`src/rtl/seg_display_converter.sv`:
```
// Binary to seven-segment converter: sequential double-dabble for decimal,
// plain nibble split for hex, with leading-zero blanking and overflow dashes.
module seg_display_converter #(
  parameter int WIDTH      = 10,
  parameter int NUM_DIGITS = 3
) (
  input  logic                         clk,
  input  logic                         reset,
  input  logic                         start,
  input  logic [WIDTH-1:0]             value,
  input  logic                         hex_mode,
  input  logic                         blank_zeros,
  output logic                         busy,
  output logic                         done,
  output logic                         overflow,
  output logic [NUM_DIGITS-1:0][6:0]   HEX
);

  // Decimal needs ceil(WIDTH/3) nibbles; hex needs fewer, so one sizing covers both.
  localparam int ACC_D = (WIDTH + 2) / 3;
  localparam int ACC_W = 4 * ACC_D;
  localparam int MAXD  = (ACC_D > NUM_DIGITS) ? ACC_D : NUM_DIGITS;
  localparam int CNT_W = $clog2(WIDTH + 1);

  localparam logic [6:0] SEG_BLANK = 7'b1111111;
  localparam logic [6:0] SEG_DASH  = 7'b0111111;
  localparam logic [6:0] SEG_ZERO  = 7'b1000000;

  typedef enum logic [1:0] {IDLE, SHIFT, LOAD_OUT} state_t;

  state_t             r_state;
  logic [WIDTH-1:0]   r_sh;
  logic [ACC_W-1:0]   r_acc;
  logic [CNT_W-1:0]   r_cnt;
  logic               r_hex_mode;
  logic               r_blank;

  logic [ACC_W-1:0]                 w_adj;
  logic [ACC_W-1:0]                 w_next_acc;
  logic [4*MAXD-1:0]                w_ext;
  logic                             w_ovf;
  logic [NUM_DIGITS-1:0][6:0]       w_hex;

  function automatic logic [6:0] f_seg(input logic [3:0] d);
    case (d)
      4'h0: f_seg = 7'b1000000;
      4'h1: f_seg = 7'b1111001;
      4'h2: f_seg = 7'b0100100;
      4'h3: f_seg = 7'b0110000;
      4'h4: f_seg = 7'b0011001;
      4'h5: f_seg = 7'b0010010;
      4'h6: f_seg = 7'b0000010;
      4'h7: f_seg = 7'b1111000;
      4'h8: f_seg = 7'b0000000;
      4'h9: f_seg = 7'b0010000;
      4'hA: f_seg = 7'b0001000;
      4'hB: f_seg = 7'b0000011;
      4'hC: f_seg = 7'b1000110;
      4'hD: f_seg = 7'b0100001;
      4'hE: f_seg = 7'b0000110;
      default: f_seg = 7'b0001110;
    endcase
  endfunction

  // One double-dabble step: add 3 to nibbles >= 5 (decimal only), then shift in next MSB.
  always_comb begin
    w_adj = r_acc;
    for (int i = 0; i < ACC_D; i++) begin
      if (r_acc[4*i +: 4] >= 4'd5) w_adj[4*i +: 4] = r_acc[4*i +: 4] + 4'd3;
    end
    w_next_acc = r_hex_mode ? {r_acc[ACC_W-2:0], r_sh[WIDTH-1]}
                            : {w_adj[ACC_W-2:0], r_sh[WIDTH-1]};
  end

  // Final digit decode: overflow check on digits past the display, then blanking from the top down.
  always_comb begin
    logic lead;
    w_ext = '0;
    w_ext[ACC_W-1:0] = r_acc;
    w_ovf = 1'b0;
    for (int i = NUM_DIGITS; i < MAXD; i++) begin
      if (w_ext[4*i +: 4] != 4'd0) w_ovf = 1'b1;
    end
    lead  = 1'b1;
    w_hex = '0;
    for (int i = NUM_DIGITS - 1; i >= 0; i--) begin
      lead = lead && (w_ext[4*i +: 4] == 4'd0);
      if (w_ovf)                          w_hex[i] = SEG_DASH;
      else if (r_blank && lead && i != 0) w_hex[i] = SEG_BLANK;
      else                                w_hex[i] = f_seg(w_ext[4*i +: 4]);
    end
  end

  // Control FSM with registered outputs; HEX/overflow hold between conversions.
  always_ff @(posedge clk) begin
    if (reset) begin
      r_state    <= IDLE;
      r_sh       <= '0;
      r_acc      <= '0;
      r_cnt      <= '0;
      r_hex_mode <= 1'b0;
      r_blank    <= 1'b0;
      busy       <= 1'b0;
      done       <= 1'b0;
      overflow   <= 1'b0;
      HEX        <= {NUM_DIGITS{SEG_ZERO}};
    end else begin
      case (r_state)
        IDLE: begin
          done <= 1'b0;
          if (start) begin
            r_sh       <= value;
            r_hex_mode <= hex_mode;
            r_blank    <= blank_zeros;
            r_acc      <= '0;
            r_cnt      <= '0;
            busy       <= 1'b1;
            r_state    <= SHIFT;
          end
        end
        SHIFT: begin
          r_acc <= w_next_acc;
          r_sh  <= {r_sh[WIDTH-2:0], 1'b0};
          r_cnt <= r_cnt + 1'b1;
          if (r_cnt == CNT_W'(WIDTH - 1)) r_state <= LOAD_OUT;
        end
        LOAD_OUT: begin
          HEX      <= w_hex;
          overflow <= w_ovf;
          done     <= 1'b1;
          busy     <= 1'b0;
          r_state  <= IDLE;
        end
        default: r_state <= IDLE;
      endcase
    end
  end

endmodule

```
`config.mk`:
```
export PLATFORM = sky130hd
export DESIGN_NAME = seg_display_converter
export DESIGN_NICKNAME = d
export VERILOG_FILES = /design/src/rtl/seg_display_converter.sv
export SDC_FILE = /design/constraint.sdc
export NUM_CORES = 1
export LEC_CHECK = 0
export BUFFER_PORTS_ARGS = -buffer_cell sky130_fd_sc_hd__clkbuf_2
export CAP_MARGIN = 0
export CORE_ASPECT_RATIO = 1.5
export CORE_MARGIN = 2
export CORE_UTILIZATION = 35
export DETAILED_ROUTE_END_ITERATION = 16
export PLACE_DENSITY = 0.58
export REMOVE_ABC_BUFFERS = 1
export SYNTH_ARGS = -nofsm -noshare
export SYNTH_HDL_FRONTEND = slang
export SYNTH_SLANG_ARGS = --single-unit
```
`constraint.sdc`:
```
create_clock -name clk -period 3.5 [get_ports clk]
set_clock_uncertainty 0.2 [all_clocks]
set_input_delay 0.525 -clock clk [delete_from_list [all_inputs] [get_ports clk]]
set_output_delay 0.525 -clock clk [all_outputs]
set_load 0.02 [all_outputs]
```
# [Word-level counts from Yosys, hierarchy flattened]
# Memories as Yosys holds them, arrays and structs flattened. A register that Yosys moved wholly into a read port is not among the register bits.
# Index checks and enable logic that the tools add are counted.
[op_classes] addsub=5 magnitude_cmp=4 n_eq_ne=5 mux=29 reduce_logical=13
[op_table] cell="$mux W4" n=10
[op_table] cell="$mux W7" n=5
[op_table] cell="$mux W16" n=2
[op_table] cell="$pmux W16 S2" n=1
[op_table] cell="$pmux W10 S2" n=1
[op_table] cell="$ge A4 B3 Y1 const B" n=4
[op_table] cell="$add A4 B2 Y4 const B" n=3
[op_table] cell="$mux W10" n=1
[op_table] cell="$logic_not A4 Y1" n=2
[op_table] cell="$pmux W4 S2" n=1
[op_table] cell="$reduce_and A2 Y1" n=4
[op_table] cell="$add A4 B1 Y4 const B" n=1
[op_table] cell="$eq A4 B4 Y1 const B" n=1
[op_table] cell="$mux W2" n=2
[op_table] cell="$ne A2 B2 Y1 const B" n=2
[op_table] cell="$pmux W1 S2" n=2
[op_table] cell="$pmux W2 S2" n=1
[op_table] cell="$reduce_bool A2 Y1" n=2
[op_table] cell="$reduce_bool A4 Y1" n=1
[op_table] cell="$add A3 B2 Y3 const B" n=1
[op_table] cell="$logic_and A1 B1 Y1" n=3
[op_table] cell="$mux W3" n=1
[op_table] cell="$eq A2 B1 Y1 const B" n=1
[op_table] cell="$eq A2 B2 Y1 const B" n=1
[op_table] cell="other kinds (2)" n=3
[totals] ff_bits=58 romBits=336 inputBits=15 output_inout_bits=24 word_cells=71 memories=3
[memory_table] memory="(no name shown)" words=16 width=7 read_ports=1 rd_ports_with_merged_regs=1 write_ports=0 line="45" text="case (d)"
[memory_table] memory="(no name shown)" words=16 width=7 read_ports=1 rd_ports_with_merged_regs=1 write_ports=0 line="45"
[memory_table] memory="(no name shown)" words=16 width=7 read_ports=1 rd_ports_with_merged_regs=1 write_ports=0 line="45"

# [Logic depth before layout (Yosys ltp)]
# Gate-level depths: netlist of run 1.
[depth] word_depth=6 mapped_depth=12 depth_no_buf=12

# [Worst setup path before layout of run 1]
# No wires, ideal clock.
[synth_timing] path_kind="register to register" startpoint="register r_acc[0]" endpoint="register with a tool-made name" setup_ns=0.117 arrival_time_ns=2.213 t_required_ns=3.183 slack_ns=0.970 stages_incl_launch_ff=12 path_buffers=0 period_less_slack_ns=2.530 path_cell_list="dfxtp_1 inv_1 ha_1 nor2b_1 o21a_1 xnor2_1 o32ai_1 inv_1 ha_1 nor3b_2 a21oi_1 o22a_1"
[synth_rtl] element="start, declared" line="33" text="logic [ACC_W-1:0] r_acc;"
[synth_rtl] element="start signal, assigned" line="122" text="r_acc <= w_next_acc;"

==> metrics.txt, run 1 <==
status complete, no violations; kind of critical path reg2reg; Max IR drop VDD 0.2852 mV; n_diodes 0; Routed WL 9.037 mm; Residual DRC 0; die area 11990 um^2; routability cong. 0.8752; setup total negative slack 0 ns; Setup Slack @ Placement 0.6929 ns; Yosys top cell area share 40.67%; TritonCTS clock tree done; Root Buffer Master clkbuf_16; Hold-fix buffers, CTS 0; Overall Global Routing Usage 15.86%; top cells by area, synth dfxtp_1 (41%), ha_1 (9.7%), mux2i_1 (5.4%); Worst slew margin 61.21%; grt ovf 0; global-route wire length before repair 15.41 mm; ANT nets after route 0; RSZ-0062 raised after global routing false; clock net sink count 79; Die Width 90.07 um; Post-synth EDFFs 0; MaxCap Viol Count 0; initial antenna violation count 0; PortBufs 38; Starting Density 35.55%; Max Root-Sink Buffers 2; most used flip-flop cell after synthesis dfxtp_1; first drt pass iteration count 4; post-DR wirelength/cell 15.14 um; worst-path maximum fanout 5; H-tree Lvls 3; Synth Instances 405; initial DRC count 88; Post-CTS Setup Repair Bufs 0; cell count after placement 581; clk_lat worst skew 0.34 ns; Avg Synthesized Cell Area 9.602 um^2; critical path launch point type flop; WP data required 3.52 ns; Post-synth ARST share 0%; Vias 3073; Fin. Hold Viols 0; Resize count post-CTS 0; fin. max-slew vios 0; vias in the first global route 3153; I/O pin cnt 39; Mapped Area 3889 um^2; final period utilization 80.90%; area grow syn2layout 17.86%; Synth area leader dfxtp_1; pin count of the biggest net entering global routing 28; dpl hpwl 6.395 mm; final setup margin 0.6687 ns; clk slew on worst S/H paths 0.06 ns; vias per cell 5.147; post-route insts no fill 597; CTS Buf Count 9; total power 2.118 mW; element type at the critical path end flop; layout cells sized above 1 23.11%; Ys Warns 0; Die H 133.1 um; LEAKAGE 1.788 nW; Worst-Margin Slew 0.5818 ns; Rows 47; endpoints failing setup 0; Pwr Density 462.2 nW/um^2; Placeable Area 10940 um^2; Final min period 2.831 ns; flops & latches, synth 79; sequential-to-total area share from yosys stat 40.67%; distinct cell type count after synthesis 70; Worst EP arrival 2.85 ns; final net count 490; Hold Crit Class in2reg; maximum clock rate 0.3532 GHz
where the power goes:
group	internal [mW]	total [mW]	switching, mW
logic	0.0416	0.112	0.0706
registers	0.918	0.932	0.0141
clock network	0.716	1.07	0.358
cell type report:
type | instances | area, um^2
inverter | 32 | 120.1
multi-input combinational | 275 | 2085
clock buffer | 11 | 242.7
clock inverter | 5 | 105.1
sequential | 79 | 1582
tap | 147 | 183.9
fill | 1120 | 6355
timing repair buffer | 48 | 265.3
path summary, 6_finish.rpt:
kind	slack (ns)	start	end	cells after the start
max	0.67	r_acc[8]	flop	12
min	0.21	blank_zeros	r_blank	3
max reg2reg	0.67	r_acc[8]	flop	12
min reg2reg	0.26	busy	busy	2
Yosys cell counts, drive strengths merged (2+ instances only):
cell      n
nand2    22
buf      10
a21boi    2
o221a    18
ha       30
nor2     39
a21o      2
o21a      3
o32ai     6
a21oi    25
nor2b     2
xnor2     4
nand2b   11
a32o      2
nor4      2
mux2i    21
o21ai    12
nand3     4
inv      31
and3      2
dfxtp    79
o211a     2
and2b     2
clkbuf    9
and2      4
or3       2
a221oi    7
o22ai    17
o31ai     3
a22oi     6
nand3b    2
or2       3
o2111ai   2
logic make-up after synthesis:
kind of cell | synth area share [%]
multiplexers | 5.695
AO/OA/AOI/OAI | 24.42
flip-flops | 40.67
XOR/XNOR | 1.126
buffers and inverters | 5.727
AND/OR/NAND/NOR | 12.71
adder cells (fa/ha/maj) | 9.653
critical path: stages (launching register included):
cell	delay, ns
dfxtp_1	0.40
inv_1	0.11
ha_1	0.24
and2b_1	0.18
o22ai_2	0.18
xnor2_1	0.10
o22ai_1	0.19
and2_1	0.28
inv_1	0.13
ha_1	0.27
nand2_1	0.11
o21ai_0	0.09
a31o_2	0.26
per-layer routing:
layer  up-vias  share of wire (%)  GRT usage, %
met5         -                  0             0
met4         0                2.2         7.863
met3        11                2.0         2.658
met2        44                 54         29.24
met1      1473                 42         17.46
li1       1545                  -             -
placed cells by master, fill, tap and decap left out, types with 5 or more instances in the layout:
| master | instances |
|---|---|
| nand2b_1 | 11 |
| ha_1 | 30 |
| buf_4 | 10 |
| nand2_1 | 22 |
| clkbuf_2 | 38 |
| o32ai_1 | 5 |
| dfxtp_1 | 79 |
| o22ai_1 | 16 |
| mux2i_1 | 21 |
| inv_1 | 30 |
| o221a_2 | 18 |
| a22oi_1 | 5 |
| o21ai_0 | 10 |
| clkbuf_16 | 9 |
| nor2_1 | 36 |
| a221oi_1 | 7 |
| a21oi_1 | 23 |
through the flow:
stage / hold WS, ns / util, % / cell area, um^2
6_report: 0.2081 / 41.90 / 4583
4_1_cts: 0.2003 / 41.90 / 4583
5_1_grt: 0.2160 / 41.90 / 4583
3_3_place_gp: 0.2463 / 38.72 / 4235
3_5_place_dp: 0.2603 / 38.72 / 4235
2_1_floorplan: 0.2252 / - / 3786
No activity file was read; power rests on OpenSTA's default activity.
==> run 2: changes to the inputs <==
PLACE_DENSITY = 0.6   (was 0.58)
clock period = 2.53 ns   (was 3.5 ns; I/O delays follow)
==> run 2 against run 1 <==
Maximum frequency up 15%. Cell area rose by 2.9%. Total power is 26% higher. Sequential power is 38% higher. Critical path type unchanged. Largest power group is now registers.
==> metrics.txt, run 2 (same netlist as run 1, synthesis figures left out) <==
Placeable Area 10940 um^2 (unchanged); MaxCap Viol Count 0 (unchanged); most common cell after layout, fill and taps aside dfxtp_1 (unchanged); layout cells sized above 1 30.90% (was 23.11%); initial antenna violation count 0 (unchanged); Final min period 2.454 ns (was 2.831 ns); Hold Slack 0.05299 ns (was 0.2081 ns); critical path launch point type flop (unchanged); clock net sink count 79 (unchanged); Die H 133.1 um (unchanged); dpl hpwl 6.687 mm (was 6.395 mm); Vias 3205 (was 3073); endpoints failing setup 0 (unchanged); hold_sp hex_mode (was blank_zeros); TritonCTS clock tree done (unchanged); register area 1589 um^2 (was 1582 um^2); clk_lat worst skew 0.34 ns (about the same); LEAKAGE 1.862 nW (was 1.788 nW); Residual DRC 0 (unchanged); routability cong. 0.9142 (was 0.8752); final period utilization 97.01% (was 80.90%); Overall Global Routing Usage 15.91% (was 15.86%); clk slew on worst S/H paths 0.06 ns (about the same); maximum clock rate 0.4074 GHz (was 0.3532 GHz); Worst slew margin 71.35% (was 61.21%); global-route wire length before repair 15.28 mm (was 15.41 mm); Worst EP arrival 2.48 ns (was 2.85 ns); commonest non-fill, non-tap cells in the layout dfxtp_1 (75), clkbuf_2 (38), nor2_1 (35) (was dfxtp_1 (79), clkbuf_2 (38), nor2_1 (36)); post-route insts no fill 613 (was 597); Max IR drop VDD 0.2768 mV (was 0.2852 mV); CTS Buf Count 9 (unchanged); kind of critical path reg2reg (unchanged); cell count after placement 595 (was 581); WP data required 2.56 ns (was 3.52 ns); element type at the critical path end flop (unchanged); FF-to-FF Start r_acc[1] (was r_acc[8]); area of the multi-input gates 2152 um^2 (was 2085 um^2); I/O pin cnt 39 (unchanged); Rows 47 (unchanged); post-DR wirelength/cell 14.95 um (was 15.14 um); grt ovf 0 (unchanged); Die Width 90.07 um (unchanged); Fin. Hold Viols 0 (unchanged); area grow syn2layout 21.27% (was 17.86%); Max Root-Sink Buffers 2 (unchanged); die area 11990 um^2 (unchanged); vias in the first global route 3241 (was 3153); Hold Crit Class in2reg (unchanged); Root Buffer Master clkbuf_16 (unchanged); total power 2.675 mW (was 2.118 mW); PortBufs 38 (unchanged); crit path from r_acc[1] (was r_acc[8]); n_diodes 0 (unchanged); fin. max-slew vios 0 (unchanged); Routed WL 9.164 mm (was 9.037 mm); Starting Density 35.55% (unchanged); setup total negative slack 0 ns (unchanged); Hold-fix buffers, CTS 0 (unchanged); vias per cell 5.228 (was 5.147); H-tree Lvls 3 (unchanged); status complete, no violations (unchanged); Worst-Margin Slew 0.4298 ns (was 0.5818 ns); final net count 506 (was 490); worst-path maximum fanout 5 (unchanged); pin count of the biggest net entering global routing 25 (was 28); Pwr Density 567.3 nW/um^2 (was 462.2 nW/um^2); ANT nets after route 0 (unchanged); initial DRC count 108 (was 88); first drt pass iteration count 4 (unchanged); Fillers 1107 (was 1120)
==> run 2: cell count changes in the layout (fill, tap and decap cells not counted), sizes merged <==
cell,before,now
buf,10,26
clkinv,1,3
bufinv,3,0
clkinvlp,2,3
==> run 2: area by class of cell <==
class                           count  share of cell area (%)
Inverter                           32                   2.547
Sequential cell                    79                   33.70
Multi-Input combinational cell    275                   45.64
Clock inverter                      5                  0.6898
Timing Repair Buffer               64                   8.172
Clock buffer                       11                   5.360
Tap cell                          147                   3.900
==> run 2: repair_timing <==
item                       in CTS  in global routing
hold endpoints to repair        0                  0
setup endpoints to repair       4                 21
pin swaps                       0                  7
gates resized for setup         2                 26
buffers inserted                0                  2
==> run 2: final timing paths <==
check | to | cells after the start | slack, ns
hold reg to reg | busy | 2 | 0.26
hold / removal | r_hex_mode | 3 | 0.05
setup reg to reg | flop | 11 | 0.08
setup / recovery | flop | 11 | 0.08
==> run 2: metrics by stage <==
stage               area, um^2  utilization [%]  worst slack (ns)
detailed placement        4340            39.68          -0.05516
finish                    4716            43.11           0.07564
floorplan                 3786                -           -0.1276
global placement          4340            39.68           0.04256
CTS                       4628            42.31          0.005513
global route              4716            43.11          -0.01470
==> run 2: critical path: stages (launching register included) <==
cell and delay, ns:
dfxtp_1 0.36, inv_2 0.08, ha_2 0.18, nor2b_2 0.16
o21a_1 0.23, xnor2_2 0.17, o32ai_2 0.17, inv_1 0.13
ha_1 0.25, nor3b_2 0.18, a21oi_1 0.06, o22a_1 0.19
==> run 2: report_power, final <==
group | switching (mW) | total [mW] | internal, mW
clock | 0.503 | 1.22 | 0.713
sequential | 0.0191 | 1.29 | 1.27
combinational | 0.104 | 0.171 | 0.0667
total | 0.627 | 2.68 | 2.05
==> run 2: metal layers <==
layer	vias up	global-route usage, %	wire (um)
met2	80	29.28	4847
met3	20	3.281	306
li1	1576	-	-
met1	1529	16.84	3720
met4	0	8.632	291
met5	-	0	0
